## src/rtl/ps2_command_sequencer_pkg.sv

```systemverilog
`default_nettype none
// +------------------------------------------------------------------------+
// | Package : ps2_command_sequencer_pkg                                    |
// | Purpose : Shared constants for the PS/2 host-to-device command engine: |
// |           FSM state encoding, device response bytes, status bit        |
// |           positions and the transmit-bit selection helper.             |
// | Rev     : 1.0  initial release                                         |
// +------------------------------------------------------------------------+
package ps2_command_sequencer_pkg;

  localparam logic [2:0] ST_IDLE      = 3'd0;
  localparam logic [2:0] ST_INHIBIT   = 3'd1;
  localparam logic [2:0] ST_REQUEST   = 3'd2;
  localparam logic [2:0] ST_SEND      = 3'd3;
  localparam logic [2:0] ST_LINE_ACK  = 3'd4;
  localparam logic [2:0] ST_WAIT_RESP = 3'd5;
  localparam logic [2:0] ST_DONE      = 3'd6;
  localparam logic [2:0] ST_FAIL      = 3'd7;

  localparam logic [7:0] PS2_ACK    = 8'hFA;
  localparam logic [7:0] PS2_RESEND = 8'hFE;

  localparam int STAT_DONE  = 0;
  localparam int STAT_IE    = 1;
  localparam int STAT_BUSY  = 2;
  localparam int STAT_ERROR = 3;

  // Index 0..7 are data bits, 8 is the parity bit; the stop bit is a release.
  localparam logic [3:0] LAST_TX_BIT = 4'd8;

  function automatic logic tx_bit(input logic [7:0] cmd, input logic [3:0] idx);
    if (idx < LAST_TX_BIT) return cmd[idx[2:0]];
    return ~^cmd;  // odd parity
  endfunction

endpackage
`default_nettype wire

```

## src/rtl/ps2_command_sequencer_if.sv

```systemverilog
`default_nettype none
// +------------------------------------------------------------------------+
// | Interface : ps2_command_sequencer_if                                   |
// | Purpose   : ECO32-style register bus to the PS/2 command engine.       |
// |   bus_enable/bus_write/bus_address/bus_write_data : master -> slave    |
// |   bus_read_data/bus_wait                           : slave -> master   |
// | Rev       : 1.0  initial release                                       |
// +------------------------------------------------------------------------+
interface ps2_command_sequencer_if;
  logic       bus_enable;
  logic       bus_write;
  logic       bus_address;
  logic [7:0] bus_write_data;
  logic [7:0] bus_read_data;
  logic       bus_wait;

  modport master (
    output bus_enable, bus_write, bus_address, bus_write_data,
    input  bus_read_data, bus_wait
  );

  modport slave (
    input  bus_enable, bus_write, bus_address, bus_write_data,
    output bus_read_data, bus_wait
  );
endinterface
`default_nettype wire

```

## src/rtl/ps2_command_sequencer_line_sync.sv

```systemverilog
`default_nettype none
// +------------------------------------------------------------------------+
// | Module  : ps2_line_sync                                                |
// | Purpose : Two-flop synchronizers for the raw PS/2 clock and data lines |
// |           plus a one-cycle pulse on each synchronized clock fall.      |
// | Ports   : clk, rst_n          system clock, async active-low reset     |
// |           i_ps2_clock/data    raw open-drain lines                     |
// |           o_clk_fall          pulse on synced clock 1->0               |
// |           o_data_sync         synchronized data line                   |
// | Rev     : 1.0  initial release                                         |
// +------------------------------------------------------------------------+
module ps2_line_sync (
  input  logic clk,
  input  logic rst_n,
  input  logic i_ps2_clock,
  input  logic i_ps2_data,
  output logic o_clk_fall,
  output logic o_data_sync
);

  // [1] is the synchronized clock, [2] its previous value for edge detection.
  logic [2:0] r_clk_pipe;
  logic [1:0] r_data_pipe;

  // Idle PS/2 lines are pulled high, so reset to 1 to avoid a false fall.
  always_ff @(posedge clk or negedge rst_n) begin
    if (!rst_n) begin
      r_clk_pipe  <= 3'b111;
      r_data_pipe <= 2'b11;
    end else begin
      r_clk_pipe  <= {r_clk_pipe[1:0], i_ps2_clock};
      r_data_pipe <= {r_data_pipe[0], i_ps2_data};
    end
  end

  assign o_clk_fall  = r_clk_pipe[2] & ~r_clk_pipe[1];
  assign o_data_sync = r_data_pipe[1];

endmodule
`default_nettype wire

```

## src/rtl/ps2_command_sequencer.sv

```systemverilog
`default_nettype none
// +------------------------------------------------------------------------+
// | Module  : ps2_command_sequencer                                        |
// | Purpose : Sends one CPU-written command byte to a PS/2 device (inhibit,|
// |           start, 8 data, odd parity, stop), checks the line-ack and    |
// |           waits for the ACK/RESEND response with retries and timeout.  |
// | Ports   : clk, rst_n             clock, async active-low reset         |
// |           bus                    register bus (slave modport)          |
// |           o_interrupt            done & interrupt enable               |
// |           i_ps2_clock/i_ps2_data raw PS/2 lines                        |
// |           o_ps2_*_drive_low      open-drain pull-downs                 |
// |           i_rx_data_ready/i_rx_data  byte from the receive path        |
// |           o_rx_swallow           receive path must not post to CPU     |
// | Rev     : 1.0  initial release                                         |
// +------------------------------------------------------------------------+
module ps2_command_sequencer
  import ps2_command_sequencer_pkg::*;
#(
  parameter int INHIBIT_CYCLES = 5000,
  parameter int TIMEOUT_CYCLES = 1000000,
  parameter int MAX_RETRIES    = 3
) (
  input  logic                          clk,
  input  logic                          rst_n,
  ps2_command_sequencer_if.slave        bus,
  output logic                          o_interrupt,
  input  logic                          i_ps2_clock,
  input  logic                          i_ps2_data,
  output logic                          o_ps2_clock_drive_low,
  output logic                          o_ps2_data_drive_low,
  input  logic                          i_rx_data_ready,
  input  logic [7:0]                    i_rx_data,
  output logic                          o_rx_swallow
);

  localparam int c_inh_w = $clog2(INHIBIT_CYCLES + 1);
  localparam int c_tmo_w = $clog2(TIMEOUT_CYCLES + 1);
  localparam int c_rty_w = (MAX_RETRIES > 0) ? $clog2(MAX_RETRIES + 1) : 1;
  localparam logic [c_inh_w-1:0] c_inh_last = c_inh_w'(INHIBIT_CYCLES - 1);
  localparam logic [c_tmo_w-1:0] c_tmo_max  = c_tmo_w'(TIMEOUT_CYCLES);
  localparam logic [c_rty_w-1:0] c_rty_max  = c_rty_w'(MAX_RETRIES);

  logic [2:0]         r_state;
  logic [7:0]         r_cmd;
  logic               r_done;
  logic               r_error;
  logic               r_ie;
  logic [c_rty_w-1:0] r_retry;
  logic [c_tmo_w-1:0] r_timer;
  logic [c_inh_w-1:0] r_inh_cnt;
  logic [3:0]         r_bit_idx;
  logic               r_clk_dl;
  logic               r_data_dl;

  logic       w_clk_fall;
  logic       w_data_sync;
  logic       w_wr_ctrl;
  logic       w_wr_cmd;
  logic       w_accept;
  logic       w_busy;
  logic       w_timeout;
  logic       w_retry_inc;
  logic [2:0] w_state_next;
  logic [3:0] w_bit_next;
  logic       w_data_dl_next;
  logic [7:0] w_status;

  ps2_line_sync u_line_sync (
    .clk         (clk),
    .rst_n       (rst_n),
    .i_ps2_clock (i_ps2_clock),
    .i_ps2_data  (i_ps2_data),
    .o_clk_fall  (w_clk_fall),
    .o_data_sync (w_data_sync)
  );

  assign w_wr_ctrl = bus.bus_enable & bus.bus_write & ~bus.bus_address;
  assign w_wr_cmd  = bus.bus_enable & bus.bus_write &  bus.bus_address;
  assign w_busy    = (r_state != ST_IDLE);
  assign w_accept  = w_wr_cmd & ~w_busy;
  // DONE/FAIL last a single cycle and already head for IDLE.
  assign w_timeout = w_busy && (r_state != ST_DONE) && (r_state != ST_FAIL)
                     && (r_timer == c_tmo_max);

  always_comb begin
    w_state_next = r_state;
    w_bit_next   = r_bit_idx;
    w_retry_inc  = 1'b0;
    case (r_state)
      ST_IDLE:      if (w_accept) w_state_next = ST_INHIBIT;
      ST_INHIBIT:   if (r_inh_cnt == c_inh_last) w_state_next = ST_REQUEST;
      ST_REQUEST:   if (w_clk_fall) begin
                      w_state_next = ST_SEND;
                      w_bit_next   = 4'd0;
                    end
      // The fall that leaves the parity bit presents the stop bit (a release).
      ST_SEND:      if (w_clk_fall) begin
                      if (r_bit_idx == LAST_TX_BIT) w_state_next = ST_LINE_ACK;
                      else                          w_bit_next   = r_bit_idx + 4'd1;
                    end
      ST_LINE_ACK:  if (w_clk_fall) w_state_next = w_data_sync ? ST_FAIL : ST_WAIT_RESP;
      ST_WAIT_RESP: if (i_rx_data_ready) begin
                      if (i_rx_data == PS2_ACK) begin
                        w_state_next = ST_DONE;
                      end else if (i_rx_data == PS2_RESEND && r_retry != c_rty_max) begin
                        w_state_next = ST_INHIBIT;
                        w_retry_inc  = 1'b1;
                      end else begin
                        w_state_next = ST_FAIL;
                      end
                    end
      ST_DONE:      w_state_next = ST_IDLE;
      ST_FAIL:      w_state_next = ST_IDLE;
    endcase
    if (w_timeout) begin
      w_state_next = ST_FAIL;
      w_retry_inc  = 1'b0;
    end
  end

  // Drive-lows are decoded from the next state and registered so they can
  // never glitch.
  always_comb begin
    w_data_dl_next = 1'b0;
    case (w_state_next)
      ST_REQUEST: w_data_dl_next = 1'b1;
      ST_SEND:    w_data_dl_next = ~tx_bit(r_cmd, w_bit_next);
      default:    w_data_dl_next = 1'b0;
    endcase
  end

  always_ff @(posedge clk or negedge rst_n) begin
    if (!rst_n) begin
      r_state   <= ST_IDLE;
      r_cmd     <= 8'h00;
      r_done    <= 1'b0;
      r_error   <= 1'b0;
      r_ie      <= 1'b0;
      r_retry   <= '0;
      r_timer   <= '0;
      r_inh_cnt <= '0;
      r_bit_idx <= 4'd0;
      r_clk_dl  <= 1'b0;
      r_data_dl <= 1'b0;
    end else begin
      r_state   <= w_state_next;
      r_bit_idx <= w_bit_next;
      r_clk_dl  <= (w_state_next == ST_INHIBIT);
      r_data_dl <= w_data_dl_next;

      if (r_state != ST_INHIBIT)       r_inh_cnt <= '0;
      else if (r_inh_cnt != c_inh_last) r_inh_cnt <= r_inh_cnt + c_inh_w'(1);

      if (!w_busy || w_retry_inc)   r_timer <= '0;
      else if (r_timer != c_tmo_max) r_timer <= r_timer + c_tmo_w'(1);

      if (w_accept) begin
        r_cmd   <= bus.bus_write_data;
        r_retry <= '0;
      end else if (w_retry_inc) begin
        r_retry <= r_retry + c_rty_w'(1);
      end

      // Hardware completion wins over a same-cycle software write of done.
      if (r_state == ST_DONE || r_state == ST_FAIL) r_done <= 1'b1;
      else if (w_accept)                             r_done <= 1'b0;
      else if (w_wr_ctrl)                            r_done <= bus.bus_write_data[0];

      if (w_wr_ctrl) r_ie <= bus.bus_write_data[1];

      if (r_state == ST_FAIL) r_error <= 1'b1;
      else if (w_accept)      r_error <= 1'b0;
    end
  end

  always_comb begin
    w_status             = 8'h00;
    w_status[STAT_DONE]  = r_done;
    w_status[STAT_IE]    = r_ie;
    w_status[STAT_BUSY]  = w_busy;
    w_status[STAT_ERROR] = r_error;
    bus.bus_read_data    = bus.bus_address ? r_cmd : w_status;
  end

  assign bus.bus_wait              = 1'b0;
  assign o_interrupt               = r_done & r_ie;
  assign o_ps2_clock_drive_low     = r_clk_dl;
  assign o_ps2_data_drive_low      = r_data_dl;
  assign o_rx_swallow              = (r_state == ST_WAIT_RESP);

endmodule
`default_nettype wire

```

## src/flat_wrapper.sv

```systemverilog
// flat-port wrapper written by rule: the top's interface ports become plain ports
module ps2_command_sequencer_flat import ps2_command_sequencer_pkg::*;
#(
  parameter int INHIBIT_CYCLES = 5000,
  parameter int TIMEOUT_CYCLES = 1000000,
  parameter int MAX_RETRIES    = 3
)
  (clk, rst_n, o_interrupt, i_ps2_clock, i_ps2_data, o_ps2_clock_drive_low, o_ps2_data_drive_low, i_rx_data_ready, i_rx_data, o_rx_swallow, bus_bus_enable, bus_bus_write, bus_bus_address, bus_bus_write_data, bus_bus_read_data, bus_bus_wait);
  ps2_command_sequencer_if bus_i ();
  input  logic clk;
  input  logic rst_n;
  output logic o_interrupt;
  input  logic i_ps2_clock;
  input  logic i_ps2_data;
  output logic o_ps2_clock_drive_low;
  output logic o_ps2_data_drive_low;
  input  logic i_rx_data_ready;
  input  logic [7:0] i_rx_data;
  output logic o_rx_swallow;
  input wire logic [$bits(bus_i.bus_enable)-1:0] bus_bus_enable;
  input wire logic [$bits(bus_i.bus_write)-1:0] bus_bus_write;
  input wire logic [$bits(bus_i.bus_address)-1:0] bus_bus_address;
  input wire logic [$bits(bus_i.bus_write_data)-1:0] bus_bus_write_data;
  output wire logic [$bits(bus_i.bus_read_data)-1:0] bus_bus_read_data;
  output wire logic [$bits(bus_i.bus_wait)-1:0] bus_bus_wait;
  assign bus_i.bus_enable = bus_bus_enable;
  assign bus_i.bus_write = bus_bus_write;
  assign bus_i.bus_address = bus_bus_address;
  assign bus_i.bus_write_data = bus_bus_write_data;
  assign bus_bus_read_data = bus_i.bus_read_data;
  assign bus_bus_wait = bus_i.bus_wait;
  ps2_command_sequencer #(.INHIBIT_CYCLES(INHIBIT_CYCLES), .TIMEOUT_CYCLES(TIMEOUT_CYCLES), .MAX_RETRIES(MAX_RETRIES)) u_core (.clk(clk), .rst_n(rst_n), .bus(bus_i), .o_interrupt(o_interrupt), .i_ps2_clock(i_ps2_clock), .i_ps2_data(i_ps2_data), .o_ps2_clock_drive_low(o_ps2_clock_drive_low), .o_ps2_data_drive_low(o_ps2_data_drive_low), .i_rx_data_ready(i_rx_data_ready), .i_rx_data(i_rx_data), .o_rx_swallow(o_rx_swallow));
endmodule
```

## config.mk

```make
export PLATFORM = sky130hd
export DESIGN_NAME = ps2_command_sequencer_flat
export DESIGN_NICKNAME = d
export VERILOG_FILES = /design/src/rtl/ps2_command_sequencer_pkg.sv /design/src/rtl/ps2_command_sequencer_if.sv /design/src/rtl/ps2_command_sequencer_line_sync.sv /design/src/rtl/ps2_command_sequencer.sv /design/src/flat_wrapper.sv
export SDC_FILE = /design/constraint.sdc
export NUM_CORES = 1
export LEC_CHECK = 0
export BUFFER_PORTS_ARGS = -buffer_cell sky130_fd_sc_hd__buf_2
export CORE_ASPECT_RATIO = 1.5
export CORE_UTILIZATION = 40
export DETAILED_ROUTE_END_ITERATION = 12
export HOLD_SLACK_MARGIN = 0.02
export PLACE_DENSITY = 0.7
export SYNTH_ARGS = -nofsm -noshare
export SYNTH_HDL_FRONTEND = slang
export SYNTH_SLANG_ARGS = --single-unit
```

## constraint.sdc

```tcl
create_clock -name clk -period 2.5 [get_ports clk]
set_clock_uncertainty 0.1 [all_clocks]
set_input_delay 0.125 -clock clk [delete_from_list [all_inputs] [get_ports clk]]
set_output_delay 0.125 -clock clk [all_outputs]
set_load 0.01 [all_outputs]
```

======== Word level (Yosys, flattened, before mapping) ========
Cells that the tools add are included.
cells by class
  add/subtract/negate cells ............... 4
  magnitude comparators ................... 2
  eq/ne operators ......................... 21
  muxes and demuxes ....................... 41
  bitwise gates (word level) .............. 10
  reduce and logical (&&, ||, !) cells .... 16
operator list
  cell                   count
  $mux 20                2
  $mux 3                 10
  $mux 13                2
  $pmux 3 s7             1
  $add 20x1->20 const B  1
  $eq 20x20->1 const B   1
  $ne 20x20->1 const B   1
  $eq 8x8->1 const B     2
  $mux 1                 16
  $add 13x1->13 const B  1
  $eq 13x13->1 const B   1
  $ne 13x13->1 const B   1
  $eq 3x2->1 const B     4
  $eq 3x3->1 const B     4
  $mux 4                 3
  $mux 8                 1
  $pmux 4 s2             1
  $reduce_bool 2->1      4
  $reduce_xnor 8->1      1
  $and 1x1->1            6
  $eq 3x1->1 const B     2
  $mux 2                 3
  $ne 3x3->1 const B     2
  $reduce_bool 3->1      2
  other kinds (15)       22
storage, ports and cells
  flip-flop bits (word level) ............. 60
  input bits .............................. 24
  output and inout port bits .............. 13
  logic and storage cells ................. 107

======== Logic depth before layout (Yosys ltp) ========
Gate-level depths: netlist (run 1).
  depth in word-level cells ............... 13
  depth in mapped cells ................... 9
  mapped depth without buffers ............ 9

======== Cells and area by module ========
A second synthesis (run 1) with hierarchy kept.
second synthesis, totals
  cells, all modules ...................... 331
  area total of the unflattened synthesis .. 3,362.0 um2
modules (own cells, without submodules)
  module                 instances  cells each  area an instance (um2)  sequential area each (um2)
  ps2_command_sequencer  1          325         3,216.8                 1,376.3
  ps2_line_sync          1          6           145.1                   131.4

======== Worst setup path before layout (run 1) ========
OpenSTA, ideal clock, no wires.
  path kind ............................... register to register
  start point ............................. reg u_core.r_timer[10]
  end point ............................... reg u_core.r_data_dl, in the netlist u_core.o_ps2_data_drive_low
  setup time .............................. 126 ps
  arrival ................................. 1,910 ps
  required time ........................... 2,274 ps
  slack ................................... 364 ps
  stages on the path, launching flop included .. 8
  buffers on the path ..................... 1
  clock period less this slack ............ 2,136 ps
  cells stage by stage .................... dfrtp_1 -> nor4_2 -> nand4_2 -> or3_1 -> buf_2 -> a211o_1 -> a21boi_1 -> o311a_1
between the ends
  cells in the longest elaborated chain, start to end .. 5
  elaborated cells on any way between the ends .. 6
  classes of those cells .................. eq/ne: 3; mux: 2; reduce/logical: 1
ends and longest elaborated chain
  element                        RTL line                      source
  start: declaration             ps2_command_sequencer.sv:49   logic [c_tmo_w-1:0] r_timer;
  start signal: assignment       ps2_command_sequencer.sv:155  else if (r_timer != c_tmo_max) r_timer <= r_timer + c_tmo_w'(1);
  $eq 20x20->1 *                 ps2_command_sequencer.sv:83   && (r_timer == c_tmo_max);
  $logic_and 1x1->1 *            ps2_command_sequencer.sv:83
  $mux 3 *                       ps2_command_sequencer.sv:115  if (w_timeout) begin
  $eq 3x2->1 (on tied branches)  -
  $pmux 1 s2 *                   ps2_command_sequencer.sv:125  case (w_state_next)
  net u_core.w_data_dl_next      ps2_command_sequencer.sv:65   logic w_data_dl_next;
  end signal: assignment         ps2_command_sequencer.sv:149  r_data_dl <= w_data_dl_next;
  end: declaration               ps2_command_sequencer.sv:53   logic r_data_dl;
Mark *: on every way through the listed nets, which the timed path passes. The rest lies on a longest branch.
A chain may end at the register's enable or synchronous reset.

======== Worst setup path after layout (run 1) ========
  start point ............................. reg u_core.r_bit_idx[0]
  end point ............................... reg u_core.r_data_dl, in the netlist u_core.o_ps2_data_drive_low
between the ends
  cells in the longest elaborated chain, start to end .. 11
  elaborated cells on any way between the ends .. 22
  classes of those cells .................. add/sub: 1; order compare: 1; eq/ne: 3; mux: 16; bitwise: 1
ends and longest elaborated chain
  element                                           RTL line                                                       source
  start: declaration                                ps2_command_sequencer.sv:51                                    logic [3:0] r_bit_idx;
  start signal: assignment                          ps2_command_sequencer.sv:147                                   r_bit_idx <= w_bit_next;
  $add 4x1->4 / $eq 4x4->1 (equally long branches)  ps2_command_sequencer.sv:99, ps2_command_sequencer.sv:98
  $mux 4                                            ps2_command_sequencer.sv:98                                    if (r_bit_idx == LAST_TX_BIT) w_state_next = ST_LINE_ACK;
  $mux 4                                            ps2_command_sequencer.sv:97                                    ST_SEND: if (w_clk_fall) begin
  $pmux 4 s2                                        ps2_command_sequencer.sv:89                                    case (r_state)
  $lt 4x4->1 / $bmux 1 s3 (equally long branches)   ps2_command_sequencer_pkg.sv:32                                if (idx < LAST_TX_BIT) return cmd[idx[2:0]];
  $mux 1                                            ps2_command_sequencer_pkg.sv:32
  $mux 1 (on tied branches)                         ps2_command_sequencer.sv:125, ps2_command_sequencer_pkg.sv:32
  $mux 1                                            ps2_command_sequencer_pkg.sv:33                                return ~^cmd;
  $mux 1                                            ps2_command_sequencer.sv:125
  $not 1->1                                         ps2_command_sequencer.sv:127                                   ST_SEND: w_data_dl_next = ~tx_bit(r_cmd, w_bit_next);
  $pmux 1 s2 *                                      ps2_command_sequencer.sv:125
  net u_core.w_data_dl_next                         ps2_command_sequencer.sv:65
Mark *: on every way through the listed nets, which the timed path passes. The rest lies on a longest branch. The select of a mux whose other input is x is not followed.

==> flow_summary.yaml, run 1 <==
floorplanning:
  die-width_um: 74.9
  rows: 39
  start_util_pct: 41.6
  coreArea_mm2: 0.00766
  die-area_mm2: 0.00834
  die_h_um: 111
  ios: 37
synthesis:
  yosys_warnings: 0
  muxShareOfSynthArea_pct: 5.22
  yosys.area_share.simple_pct: 23.5
  syn-instance-count: 324
  synth_compound_area_share_pct: 7.73
  synth.distinct_cells: 58
  synth_fp_nets: 354
  ys.flop_type: "dfrtp_1"
  synthAdderAreaFrac_pct: 2.35
  syn-cell-area_mm2: 0.00319
  synth_xor_area_share_pct: 10.4
  ys_ff_latch: 60
  synth-edff-count: 0
  seq_area_frac_synth_pct: 47.3
  ys_async_sr_fraction_pct: 100
  synth_top_family_by_area: "simple AND/OR/NAND/NOR gates"
  syn_area_per_cell_um2: 9.84
detailed_routing:
  postRouteAntennaNets: 0
  vias: 2531
  routed_wl_um: 6850
  route.detailed.drc: 0
  drt-wirelength-per-cell_um: 14.2
  drtIter0Drc: 216
  drt-pass1-iter-count: 4
  viasPerCell: 5.24
setup_path:
  path_class: "flop to flop"
  crit_path_end_kind: "flop"
  crit_fanout: 8
  r2r_setup_slack_ns: 0.15
  critical_path_arrival_ns: 2.45
  start_kind: "flop"
  cp_data_required_time_ns: 2.61
layout:
  fin_cells: 483
  fillers: 704
  syn_to_final_growth_pct: 22.7
  final_cell_mix: "dfrtp_1 (55), nor2_1 (43), buf_2 (35), nand3_1 (23)"
  nNetsFinal: 406
  stdcell_area_mm2: 0.00391
  drive_gt1_share_pct: 20.5
  final_common_cell: "dfrtp_1"
  n_antenna_cell: 0
placed_design:
  gp_congestion: 0.856
  hpwl_um: 4830
  placed_cell_area_mm2: 0.00349
  io_buffers: 35
  dpl.cell_count: 456
global_route:
  grt.total_usage_pct: 18.7
  grt_max_degree: 61
  grt_pass1_vias: 2528
  antenna_found_initial: 0
  grt_pass1_wl_um: 11600
  grt-ovfl-total: 0
clocking:
  numCtsBuffers: 9
  cts_root_buf: "clkbuf_16"
  worstSkewPairLatency_ns: 0.33
  cts_tree: "done"
  h-tree-depth: 3
  cts.sinks: 60
  clockBufferDepth: 2
  cts.clk_slew.worst_paths_ns: 0.05
sta:
  slew_headroom_pct: 50.2
  layout_min_cycle_time_ns: 2.35
  hold_viol: 0
  tightestPinTransition_ns: 0.747
  setup_viol: 0
  timing.fmax_mhz: 426
  fin_crit_sh_pct: 93.8
  drv_slew: 0
  rsz0062_at_grt: "no"
  fin_tns_setup_ns: 0
power:
  ir_worst_vdd_mv: 0.422
  p_leak_nw: 1.80
  power_density_mw_per_mm2: 848
outcome:
  outcome: "complete, no violations"
run:
  drv_cap: 0
worst_hold_path:
  hold_class: "input pin to flop"
==> worst max-delay path, cell delays in order (launching register included) <==
cell	delay [ns]
dfrtp_1	0.48
inv_1	0.07
ha_1	0.23
and3b_1	0.24
and4_1	0.21
nor4_1	0.29
a311oi_1	0.14
a21o_1	0.19
o311a_1	0.28
==> power breakdown <==
| group | internal, mW | total, mW | switching, mW |
|---|---|---|---|
| sequential | 1.13 | 1.28 | 0.158 |
| clock | 0.852 | 1.25 | 0.401 |
| combinational | 0.395 | 0.781 | 0.385 |
| total | 2.37 | 3.32 | 0.945 |
==> state kept, by name, indices dropped and copies added, names as in the netlist, 2 cells and up <==
register,flops
u_core.r_bit_idx,4
u_core.r_timer,20
u_core.u_line_sync.r_data_pipe,2
u_core.r_cmd,8
u_core.r_state,3
u_core.r_retry,2
u_core.u_line_sync.r_clk_pipe,3
u_core.r_inh_cnt,13
==> kinds of logic (layout without fill, tap and decap cells) <==
logic type,count (synthesis),in the layout
xor gates and xnor gates,38,38
AOI/OAI and AO/OA,35,35
muxes,15,15
and+or+nand+nor,143,143
buffers and inverters,26,83
adders and majority gates,6,6
other,1,1
DFF,60,60
==> final timing paths <==
path,startpoint,end,cells after the start
max reg2reg,u_core.r_bit_idx[0]$_DFF_PN0_,u_core.o_ps2_data_drive_low$_DFF_PN0_,8
min reg2reg,u_core.u_line_sync.r_clk_pipe[0]$_DFF_PN1_,u_core.u_line_sync.r_clk_pipe[1]$_DFF_PN1_,0
min,bus_bus_enable,u_core.r_error$_DFFE_PN0P_,4
max,u_core.r_bit_idx[0]$_DFF_PN0_,u_core.o_ps2_data_drive_low$_DFF_PN0_,8
max in group asynchronous,rst_n,u_core.r_cmd[2]$_DFFE_PN0P_,3
min in group asynchronous,rst_n,u_core.r_timer[19]$_DFFE_PN0P_,3
==> Yosys cell counts (2+ instances only) <==
cell,instances,area (µm²)
or3_1,3,18.8
nand4_1,11,68.8
a21o_1,2,15.0
a211oi_1,2,15.0
nor2_1,43,161
mux2i_1,2,20.0
nor4_1,4,25.0
a21oi_1,5,25.0
dfrtp_1,55,1380
mux2_2,13,146
xnor2_1,20,175
and2_1,8,50.1
nand2_1,20,75.1
nor3_1,5,25.0
buf_2,4,20.0
ha_1,6,75.1
nand3_1,23,115
o21ai_0,8,40.0
inv_1,14,52.6
dfstp_2,5,131
nor2b_1,3,18.8
and3_1,8,50.1
and4_1,3,26.3
xor2_1,18,158
clkbuf_1,5,18.8
a22oi_1,2,15.0
==> what timing repair did <==
item,CTS,global route
resized for setup,0,1
buffers inserted,0,0
endpoints found under the hold margin,67,0
hold buffers,11,0
setup endpoints to repair,0,1
==> metal layers <==
metal  share of wire, %  global-route usage [%]
met1                 41                    21.0
met2                 53                    30.9
met3                2.9                    5.88
met4                2.6                    9.69
met5                  0                       0
==> area by class of cell <==
type	count	area (µm²)	share of cell area (%)
tap	102	128	3.26
inverter	14	52.6	1.34
multi-input combinational	238	1580	40.4
sequential	60	1510	38.5
clock buffer	15	278	7.10
timing repair buffer	53	338	8.63
clock inverter	1	30.0	0.768
==> stage by stage <==
stage / util, % / hold slack (ns) / setup slack, ns / power, mW
2_1_floorplan: - / -0.271 / 0.364 / 1.83
3_3_place_gp: 45.5 / 0.131 / 0.237 / 2.04
3_5_place_dp: 45.5 / 0.131 / 0.147 / 2.06
4_1_cts: 51.0 / 0.0793 / 0.143 / 3.35
5_1_grt: 51.1 / 0.113 / 0.00643 / 3.51
6_report: 51.1 / 0.0941 / 0.154 / 3.32
Power figures use the tool's default switching activity.
==> run 2, diff against run 1 <==
--- a/config.mk
+++ b/config.mk
@@ -6,7 +6,6 @@
 export NUM_CORES = 1
 export LEC_CHECK = 0
 export BUFFER_PORTS_ARGS = -buffer_cell sky130_fd_sc_hd__buf_2
-export CORE_ASPECT_RATIO = 1.5
 export CORE_UTILIZATION = 40
 export DETAILED_ROUTE_END_ITERATION = 12
 export HOLD_SLACK_MARGIN = 0.02
==> run 2 against run 1 <==
  * Clock-buffer cell count stayed put
  * First-iteration DRC count is 55% lower
  * Sequential cell count stayed put
  * Total power is 14% lower
  * Non-clock buffer count is 1 higher
  * Routed wire length is 1.2% higher
  * Setup slack better by 0.057 ns
  * Highest routed layer unchanged
==> flow_summary.yaml, run 2 (synthesis results as in run 1) <==
outcome:
  outcome: "complete, no violations"
layout:
  largest_reg_flops: 20
  final_common_cell: "dfrtp_1"
  final_util_pct: 49.1
  drive_gt1_share_pct: 20.7
  regMostFlops: "u_core.r_timer"
  seq_area_mm2: 0.00151
  nNetsFinal: 407
  multiInputGateArea_mm2: 0.00158
  fillers: 704
  syn_to_final_growth_pct: 19.0
  final_cell_mix: "dfrtp_1 (55), nor2_1 (43), buf_2 (35), nand3_1 (23)"
  n_antenna_cell: 0
  reg.largest.list: "u_core.r_timer (20), u_core.r_inh_cnt (13), u_core.r_cmd (8)"
  fin_cells: 484
detailed_routing:
  postRouteAntennaNets: 0
  drt-pass1-iter-count: 4
  route.detailed.drc: 0
  routed_wl_um: 6930
  vias: 2506
  drtIter0Drc: 98
  viasPerCell: 5.18
  drt-wirelength-per-cell_um: 14.3
power:
  comb_power_share_pct: 27.0
  p_leak_nw: 1.74
  ir_worst_vdd_mv: 0.252
  clockPowerShare_pct: 28.1
  p_seq_share_pct: 44.9
  net-switching-power_mw: 0.904
  p_int_mw: 1.96
  switching_share_pct: 31.6
  power_density_mw_per_mm2: 755
worst_hold_path:
  hold_class: "input pin to flop"
clocking:
  worstSkewPairLatency_ns: 0.33
  cts_root_buf: "clkbuf_8"
  cts_tree: "done"
  cts.sinks: 60
  h-tree-depth: 3
  numCtsBuffers: 9
  clockBufferDepth: 2
  post-cts-setup-buffers: 0
  cts.clk_slew.worst_paths_ns: 0.07
global_route:
  grt_pass1_wl_um: 12000
  grt_pass1_vias: 2537
  antenna_found_initial: 0
  grt.total_usage_pct: 18.4
  grt_max_degree: 33
  grt-ovfl-total: 0
sta:
  slew_headroom_pct: 52.6
  tightestPinTransition_ns: 0.711
  fin_crit_sh_pct: 91.6
  fin_tns_setup_ns: 0
  layout_min_cycle_time_ns: 2.29
  drv_slew: 0
  hold_viol: 0
  rsz0062_at_grt: "no"
  timing.fmax_mhz: 437
  setup_viol: 0
setup_path:
  crit_fanout: 8
  critical_path_arrival_ns: 2.46
  start_kind: "flop"
  r2r_setup_slack_ns: 0.21
  cp_data_required_time_ns: 2.67
  path_class: "flop to flop"
  crit_path_end_kind: "flop"
placed_design:
  gp_congestion: 0.859
  io_buffers: 35
  hpwl_um: 4980
  dpl.cell_count: 457
floorplanning:
  rows: 32
  die-width_um: 91.3
  coreArea_mm2: 0.00773
  die-area_mm2: 0.00833
  ios: 37
  die_h_um: 91.3
  start_util_pct: 41.3
run:
  drv_cap: 0
## run 2: power groups by stage
| stage | Combinational [mW] | Clock (mW) | Sequential (mW) |
|---|---|---|---|
| floorplan | 0.575 | 0 | 1.25 |
| global placement | 0.746 | 0 | 1.29 |
| detailed placement | 0.761 | 0 | 1.30 |
| CTS | 0.778 | 0.820 | 1.28 |
| global route | 0.867 | 0.877 | 1.31 |
| finish | 0.773 | 0.804 | 1.29 |
## run 2: timing repair
item | 4_1_cts | 5_1_grt
hold buffers | 11 | 0
resized for setup | 0 | 1
endpoints found under the hold margin | 42 | 0
setup endpoints to repair | 0 | 1
## run 2: layout make-up
type                    count  share of cell area [%]
clock buffers              15                    4.65
well taps                 102                    3.36
repair buffers             54                    9.10
inverters                  14                    1.39
multi-input cells         238                    41.6
flip-flops and latches     60                    39.7
clock inverters             1                   0.132
## run 2: critical path, stage by stage, from the launching register on
cell      delay [ns]
dfrtp_1         0.49
inv_1           0.07
ha_1            0.22
and3b_1         0.24
or4_4           0.47
nand3_1         0.11
nand3_1         0.08
a211oi_1        0.26
o311a_1         0.19
## run 2: layer usage
layer	global-route usage, %	part of all wire [%]
met3	5.11	4.0
met4	5.69	0.81
met5	0	0
met2	28.9	48
met1	24.6	47
## run 2: worst paths after layout
check | from | endpoint | cells past startpoint
min in group asynchronous | rst_n | u_core.r_cmd[7]$_DFFE_PN0P_ | 2
hold reg to reg | u_core.u_line_sync.r_data_pipe[0]$_DFF_PN1_ | u_core.u_line_sync.r_data_pipe[1]$_DFF_PN1_ | 0
setup / recovery | u_core.r_bit_idx[0]$_DFF_PN0_ | u_core.o_ps2_data_drive_low$_DFF_PN0_ | 8
hold / removal | bus_bus_enable | u_core.r_error$_DFFE_PN0P_ | 4
setup reg to reg | u_core.r_bit_idx[0]$_DFF_PN0_ | u_core.o_ps2_data_drive_low$_DFF_PN0_ | 8
max in group asynchronous | rst_n | u_core.u_line_sync.r_clk_pipe[2]$_DFF_PN1_ | 3
## run 2: metrics by stage
step	power (mW)	worst slack (ns)	area [µm²]	hold WS (ns)
after floorplan	1.83	0.364	3190	-0.271
after global placement	2.04	0.266	3500	0.104
after detailed placement	2.06	0.213	3500	0.120
after CTS	2.88	0.213	3790	0.0786
after global routing	3.05	0.0190	3790	0.124
final	2.86	0.211	3790	0.0904
